<file path="src/rtl/video_switch_sequencer_pkg.sv">
// Purpose : shared state encodings, host_cfg bit indices and output reset values for the video switch sequencer.
// Latency : n/a (definitions only).
// Backpressure: n/a.
package video_switch_sequencer_pkg;

  // FSM encodings (kept as plain constants so legacy code can share them)
  localparam logic [2:0] ST_IDLE    = 3'd0;
  localparam logic [2:0] ST_QUALIFY = 3'd1;
  localparam logic [2:0] ST_BLANK   = 3'd2;
  localparam logic [2:0] ST_SWITCH  = 3'd3;
  localparam logic [2:0] ST_SETTLE  = 3'd4;

  // host_cfg = {int_ext, rgb_comp, hd_sd}
  localparam int CFG_HD_SD    = 0;
  localparam int CFG_RGB_COMP = 1;
  localparam int CFG_INT_EXT  = 2;

  // Output values while in reset (also used by the monitor interface)
  localparam logic RST_VIDEO_OE_X = 1'b1;
  localparam logic RST_HD_SD_X    = 1'b0;
  localparam logic RST_RGB_COMP_X = 1'b1;
  localparam logic RST_INT_EXT_X  = 1'b1;

  // Counter width shared by the stability and settle counters; at least 1 bit
  function automatic int cnt_width(input int stable_cnt, input int settle_cnt);
    int m;
    m = (stable_cnt > settle_cnt) ? stable_cnt : settle_cnt;
    return (m > 2) ? $clog2(m) : 1;
  endfunction

endpackage

</file>
<file path="src/rtl/video_switch_sequencer_format_qualifier.sv">
// Purpose : tracks the candidate video format and how long it has been held unchanged.
// Latency : o_stable asserts on the STABLE_CNT-th consecutive QUALIFY cycle with an unchanged format.
// Backpressure: none; the FSM decides whether to act on o_stable.
module video_switch_sequencer_format_qualifier
  import video_switch_sequencer_pkg::*;
#(
  parameter int FMT_W      = 8,
  parameter int STABLE_CNT = 2_500_000,
  parameter int CNT_W      = 22
) (
  input  logic             i_clk,
  input  logic             i_rst_n,
  input  logic             i_start,
  input  logic             i_active,
  input  logic [FMT_W-1:0] i_video_format,
  output logic [FMT_W-1:0] o_cand,
  output logic             o_stable
);

  localparam logic [CNT_W-1:0] STABLE_LAST = CNT_W'(STABLE_CNT - 1);

  logic [FMT_W-1:0] r_cand;
  logic [CNT_W-1:0] r_cnt;

  // Load the candidate on QUALIFY entry; restart the count whenever the format moves, saturate at the end
  always_ff @(posedge i_clk or negedge i_rst_n) begin
    if (!i_rst_n) begin
      r_cand <= '0;
      r_cnt  <= '0;
    end else if (i_start) begin
      r_cand <= i_video_format;
      r_cnt  <= '0;
    end else if (i_active) begin
      if (i_video_format != r_cand) begin
        r_cand <= i_video_format;
        r_cnt  <= '0;
      end else if (r_cnt != STABLE_LAST) begin
        r_cnt <= r_cnt + CNT_W'(1);
      end
    end
  end

  assign o_cand   = r_cand;
  assign o_stable = i_active && (i_video_format == r_cand) && (r_cnt == STABLE_LAST);

endmodule

</file>
<file path="src/rtl/video_switch_sequencer.sv">
// Purpose : arbitrates host config writes and auto format changes, then blanks, switches, settles and re-enables video.
// Latency : host strobe to video enabled = 1 + SETTLE_CNT + 1 + SETTLE_CNT cycles.
// Backpressure: host writes during a switch are held in a one-deep pending register (latest wins).
module video_switch_sequencer
  import video_switch_sequencer_pkg::*;
#(
  parameter int STABLE_CNT = 2_500_000,
  parameter int SETTLE_CNT = 50_000,
  parameter int FMT_W      = 8
) (
  input  logic             i_clk_50mhz_in,
  input  logic             i_reset_x,
  input  logic [FMT_W-1:0] i_video_format,
  input  logic             i_auto_en,
  input  logic             i_host_cfg_valid,
  input  logic [2:0]       i_host_cfg,
  output logic             o_video_oe_x,
  output logic             o_hd_sd_x,
  output logic             o_rgb_comp_x,
  output logic             o_int_ext_x,
  output logic [FMT_W-1:0] o_cur_format,
  output logic             o_busy,
  output logic             o_switch_irq
);

  localparam int               CNT_W       = cnt_width(STABLE_CNT, SETTLE_CNT);
  localparam logic [CNT_W-1:0] SETTLE_LAST = CNT_W'(SETTLE_CNT - 1);

  logic [2:0]       r_state;
  logic [CNT_W-1:0] r_cnt;
  logic [2:0]       r_target;
  logic             r_auto;
  logic             r_pend_vld;
  logic [2:0]       r_pend_cfg;
  logic             r_video_oe_x;
  logic             r_hd_sd_x;
  logic             r_rgb_comp_x;
  logic             r_int_ext_x;
  logic [FMT_W-1:0] r_cur_format;
  logic             r_busy;
  logic             r_switch_irq;

  logic [2:0]       w_state_nxt;
  logic             w_host_vld;
  logic [2:0]       w_host_cfg;
  logic             w_settle_done;
  logic [FMT_W-1:0] w_cand;
  logic             w_stable;
  logic [2:0]       w_tgt_auto;
  logic [2:0]       w_cur_mode;
  logic             w_same_mode;

  // A fresh strobe is newer than anything pending, so it takes precedence
  assign w_host_vld    = i_host_cfg_valid | r_pend_vld;
  assign w_host_cfg    = i_host_cfg_valid ? i_host_cfg : r_pend_cfg;
  assign w_settle_done = (r_cnt == SETTLE_LAST);

  // Auto switches only change hd/sd; int/ext and rgb/comp are kept as they are
  assign w_cur_mode  = {r_int_ext_x, r_rgb_comp_x, r_hd_sd_x};
  assign w_tgt_auto  = {r_int_ext_x, r_rgb_comp_x, w_cand[0]};
  assign w_same_mode = (w_tgt_auto == w_cur_mode) && (w_cand != '0);

  video_switch_sequencer_format_qualifier #(
    .FMT_W      (FMT_W),
    .STABLE_CNT (STABLE_CNT),
    .CNT_W      (CNT_W)
  ) u_qual (
    .i_clk          (i_clk_50mhz_in),
    .i_rst_n        (i_reset_x),
    .i_start        ((r_state == ST_IDLE) && (w_state_nxt == ST_QUALIFY)),
    .i_active       (r_state == ST_QUALIFY),
    .i_video_format (i_video_format),
    .o_cand         (w_cand),
    .o_stable       (w_stable)
  );

  // Next-state selection: host requests always beat auto requests
  always_comb begin
    w_state_nxt = r_state;
    case (r_state)
      ST_IDLE: begin
        if (w_host_vld)                                      w_state_nxt = ST_BLANK;
        else if (i_auto_en && (i_video_format != r_cur_format)) w_state_nxt = ST_QUALIFY;
      end
      ST_QUALIFY: begin
        if (w_host_vld)      w_state_nxt = ST_BLANK;
        else if (!i_auto_en) w_state_nxt = ST_IDLE;
        else if (w_stable)   w_state_nxt = w_same_mode ? ST_IDLE : ST_BLANK;
      end
      ST_BLANK:  if (w_settle_done) w_state_nxt = ST_SWITCH;
      ST_SWITCH: w_state_nxt = ST_SETTLE;
      ST_SETTLE: if (w_settle_done) w_state_nxt = ST_IDLE;
      default:   w_state_nxt = ST_IDLE;
    endcase
  end

  // State, settle counter, pending host write and all registered outputs
  always_ff @(posedge i_clk_50mhz_in or negedge i_reset_x) begin
    if (!i_reset_x) begin
      r_state      <= ST_IDLE;
      r_cnt        <= '0;
      r_target     <= '0;
      r_auto       <= 1'b0;
      r_pend_vld   <= 1'b0;
      r_pend_cfg   <= '0;
      r_video_oe_x <= RST_VIDEO_OE_X;
      r_hd_sd_x    <= RST_HD_SD_X;
      r_rgb_comp_x <= RST_RGB_COMP_X;
      r_int_ext_x  <= RST_INT_EXT_X;
      r_cur_format <= '0;
      r_busy       <= 1'b0;
      r_switch_irq <= 1'b0;
    end else begin
      r_state      <= w_state_nxt;
      r_busy       <= (w_state_nxt != ST_IDLE);
      r_switch_irq <= 1'b0;
      // Counter restarts on every state change and saturates instead of wrapping
      if (w_state_nxt != r_state)  r_cnt <= '0;
      else if (r_cnt != SETTLE_LAST) r_cnt <= r_cnt + CNT_W'(1);

      case (r_state)
        ST_IDLE: begin
          if (w_host_vld) begin
            r_target     <= w_host_cfg;
            r_auto       <= 1'b0;
            r_pend_vld   <= 1'b0;
            r_video_oe_x <= 1'b1;
          end
        end
        ST_QUALIFY: begin
          if (w_host_vld) begin
            r_target     <= w_host_cfg;
            r_auto       <= 1'b0;
            r_video_oe_x <= 1'b1;
          end else if (i_auto_en && w_stable) begin
            if (w_same_mode) begin
              // Lines already match the new format: commit it without blanking
              r_cur_format <= w_cand;
              r_switch_irq <= 1'b1;
            end else begin
              r_target     <= w_tgt_auto;
              r_auto       <= 1'b1;
              r_video_oe_x <= 1'b1;
            end
          end
        end
        ST_SWITCH: begin
          r_hd_sd_x    <= r_target[CFG_HD_SD];
          r_rgb_comp_x <= r_target[CFG_RGB_COMP];
          r_int_ext_x  <= r_target[CFG_INT_EXT];
          if (r_auto) r_cur_format <= w_cand;
        end
        ST_SETTLE: begin
          if (w_settle_done) begin
            // Auto switch to "no signal" leaves the output disabled
            r_video_oe_x <= r_auto && (r_cur_format == '0);
            r_switch_irq <= 1'b1;
          end
        end
        default: ;
      endcase

      // Host writes arriving mid-switch are parked until the next IDLE cycle
      if (i_host_cfg_valid &&
          ((r_state == ST_BLANK) || (r_state == ST_SWITCH) || (r_state == ST_SETTLE))) begin
        r_pend_vld <= 1'b1;
        r_pend_cfg <= i_host_cfg;
      end
    end
  end

  assign o_video_oe_x = r_video_oe_x;
  assign o_hd_sd_x    = r_hd_sd_x;
  assign o_rgb_comp_x = r_rgb_comp_x;
  assign o_int_ext_x  = r_int_ext_x;
  assign o_cur_format = r_cur_format;
  assign o_busy       = r_busy;
  assign o_switch_irq = r_switch_irq;

endmodule

</file>
<file path="config.mk">
export PLATFORM = sky130hd
export DESIGN_NAME = video_switch_sequencer
export DESIGN_NICKNAME = d
export VERILOG_FILES = /design/src/rtl/video_switch_sequencer_pkg.sv /design/src/rtl/video_switch_sequencer_format_qualifier.sv /design/src/rtl/video_switch_sequencer.sv
export SDC_FILE = /design/constraint.sdc
export NUM_CORES = 1
export LEC_CHECK = 0
export ABC_AREA = 1
export ABC_CLOCK_PERIOD_IN_PS = 2820
export BUFFER_PORTS_ARGS = -buffer_cell sky130_fd_sc_hd__buf_2
export CORE_MARGIN = 5
export CORE_UTILIZATION = 55
export DETAILED_ROUTE_END_ITERATION = 10
export PLACE_DENSITY = 0.73
export SYNTH_ARGS = -nofsm -noshare
export SYNTH_HDL_FRONTEND = slang
export SYNTH_HIERARCHICAL = 1
export SYNTH_SLANG_ARGS = --single-unit
</file>
<file path="constraint.sdc">
create_clock -name i_clk_50mhz_in -period 2.82 [get_ports i_clk_50mhz_in]
set_input_delay 0.141 -clock i_clk_50mhz_in [delete_from_list [all_inputs] [get_ports i_clk_50mhz_in]]
set_output_delay 0.141 -clock i_clk_50mhz_in [all_outputs]
set_load 0.02 [all_outputs]
</file>
==> impl_metrics.json <==
{
  "outcome": "complete, no violations",
  "wl_per_cell_um": 13.10,
  "globalRouteMet3Util_pct": 3.643,
  "fin_tns_setup_ns": 0,
  "synth_most_common_cell": "nand2_1",
  "yosysWarnings": 6,
  "clk_path_buf_depth": 2,
  "ctsHtreeMaxLevel": 3,
  "first_iter_violations": 299,
  "clkSinkCount": 77,
  "timing.final.max_slew_violations": 0,
  "place_congestion": 0.9218,
  "io_buffer_count": 28,
  "min_period_over_period_pct": 91.10,
  "synth_top_cell_area_share_pct": 36.56,
  "leakagePower_nw": 2.622,
  "synth_top_flop_cell": "dfrtp_1",
  "seq_area_um2": 1931,
  "fin_skew_ns": 0.01269,
  "drtPass1Iterations": 4,
  "path_clk_slew_ns": 0.09,
  "final_area_um2": 5558,
  "syn_area_um2": 5065,
  "use_met2_pct": 34.24,
  "io_pins": 29,
  "timing.rr.start": "u_qual/r_cnt[0]",
  "fin_nets": 737,
  "rows": 35,
  "syn_area_per_cell_um2": 7.362,
  "endpoint_kind": "flop",
  "drtAntennaViolNets": 0,
  "power_density_nw_per_um2": 642.7,
  "final_util_pct": 61.02,
  "fp.coreArea_um2": 9109,
  "hold_path_end": "r_pend_cfg[1]",
  "use_met1_pct": 26.10,
  "dpl_cell_area_um2": 5264,
  "drive_above_1_share_pct": 14.48,
  "drc": 0,
  "holdWs_ns": 0.06096,
  "grt_pass1_vias": 4200,
  "setup_viol_count_final": 0,
  "crit_fanout": 11,
  "die_w_um": 106.0,
  "crit_type": "flop to flop",
  "timing.slew.headroom_pct": 34.99,
  "die-area_um2": 11230,
  "hold_class": "primary input to flop",
  "viasPerCell": 5.293,
  "syn_inst": 688,
  "root_buffer": "clkbuf_8",
  "track_usage_pct": 20.09,
  "ir_worst_vdd_uv": 344.3,
  "min_from": "i_host_cfg[1]",
  "multi_input_area_um2": 2663,
  "holdPathStages": 3,
  "synth_cell_types": 40,
  "async_reset_ff_share_pct": 100.0,
  "min_period_ns": 2.569,
  "yosysTopAreaCell": "dfrtp_1",
  "gr-max-usage-layer": "met2",
  "maxCapViolations": 0,
  "ff2ff_path_depth": 17,
  "diodes": 0,
  "place_hpwl_um": 7790,
  "grt_max_degree": 78,
  "areaGrowthSynthToFinish_pct": 9.733,
  "cts_buffers": 9,
  "synth_area_leaders": "dfrtp_1, nand2_1, inv_1, nor2_1, nand3_1",
  "synth-edff-count": 0,
  "max_freq_ghz": 0.3892,
  "rrSetupSlack_ns": 0.25,
  "ys_seq_area_share_pct": 38.12,
  "ys_ff_latch": 77,
  "antenna_found_initial": 0,
  "cts_tree": "done",
  "final.fill_count": 808,
  "synth_commonest_cells": "nand2_1, inv_1, nor2_1",
  "finalHoldViolations": 0,
  "cp.required_ns": 3.06,
  "overflow": 0,
  "routed_wl_um": 10950,
  "vias": 4425,
  "power_mw": 3.572,
  "insertion_delay_ns": 0.35,
  "cp-start-kind": "flop",
  "synth_nets": 705,
  "die-height_um": 106.0,
  "grt_pass1_wl_um": 18760,
  "reg2reg_to": "r_cnt[4]",
  "initial_core_util_pct": 55.60,
  "worstPathArrival_ns": 2.81,
  "tightest_slew_ns": 0.9751
}
[cells in the final DEF, fill, tap and decap left out, types with 2 or more instances in the layout]
cell type,n
nand2_1,208
inv_1,85
nor2_1,80
dfrtp_1,74
nand3_1,55
o21ai_0,32
buf_2,27
nand4_1,23
nor2_4,22
xor2_1,19
nor3_1,11
xnor2_1,11
clkbuf_8,11
a21oi_1,7
inv_2,4
nor2_2,4
buf_4,4
nand2_4,3
nand3_4,3
o21bai_1,3
o21ai_1,3
dfstp_2,3
inv_4,2
nor2_8,2
nand2_8,2
nor3_2,2
or2_2,2
inv_8,2
nand2_2,2
mux2i_1,2
nor4_1,2
inv_6,2
bufinv_16,2
[per-layer routing]
layer  wire length (µm)  up-vias
met5                  0        -
met3                589       19
met4                187        0
met1               4975     2042
met2               5199      134
li1                   -     2230
[repair_timing]
action                                 4_1_cts  5_1_grt
setup endpoints to repair                    0       27
hold buffers                                 1        0
buffers inserted                             0        0
gates resized for setup                      0        3
endpoints found under the hold margin       74        0
[metrics by stage]
stage               cells  worst slack [ns]
finish                836            0.2509
global placement      818            0.2779
detailed placement    818            0.1911
floorplan             688            0.3830
global route          836          -0.03421
CTS                   835            0.1745
[registers in the layout (all words and copies together) (netlist names)]
name,flops
r_cnt,22
u_qual/r_cnt,22
o_cur_format,8
u_qual/o_cand,8
r_pend_cfg,3
r_state,3
r_target,3
o_busy,1
o_hd_sd_x,1
o_int_ext_x,1
o_rgb_comp_x,1
o_switch_irq,1
o_video_oe_x,1
r_auto,1
r_pend_vld,1
[worst max-delay path: stages, from the launching register on]
cell	delay [ns]
dfrtp_1	0.40
ha_2	0.24
nand2_2	0.09
nor2_4	0.17
inv_2	0.05
nor2_2	0.06
nand2_1	0.06
nor2_2	0.12
nand2_4	0.12
nor2_1	0.16
nand2_1	0.15
a21oi_4	0.20
nand3_4	0.14
nand2_2	0.09
inv_2	0.04
nand3_4	0.11
clkbuf_16	0.23
nor2_4	0.04
[worst max path at each step]
stage,start,end
after floorplan,u_qual/r_cnt[0],r_cnt[12]
after global placement,u_qual/r_cnt[0],r_cnt[6]
after detailed placement,u_qual/r_cnt[0],r_cnt[5]
after CTS,u_qual/r_cnt[0],r_cnt[5]
after global routing,u_qual/r_cnt[0],o_cur_format[2]
final,u_qual/r_cnt[0],r_cnt[4]
[layout make-up]
cell class              instances  area share [%]
clock inverters                 5           1.598
repair buffers                 34           4.097
flip-flops and latches         77           34.74
inverters                      92           6.439
well taps                     111           2.499
clock buffers                  11           2.724
multi-input cells             506           47.91
[kinds of logic after synthesis]
| group | synth area share (%) |
|---|---|
| muxes | 0.3953 |
| adders and majority gates | 0.4940 |
| buffers and inverters | 9.536 |
| xor gates and xnor gates | 5.188 |
| DFF | 38.12 |
| AOI/OAI and AO/OA | 5.632 |
| and+or+nand+nor | 40.64 |
[power by group]
group          switching, mW  leakage, nW  internal (mW)
Combinational          0.637         1.48          0.410
Sequential             0.208         1.02           1.31
Clock                  0.442        0.122          0.560
Total                   1.29         2.62           2.28
Note: power is estimated with default switching activity, not from simulation.
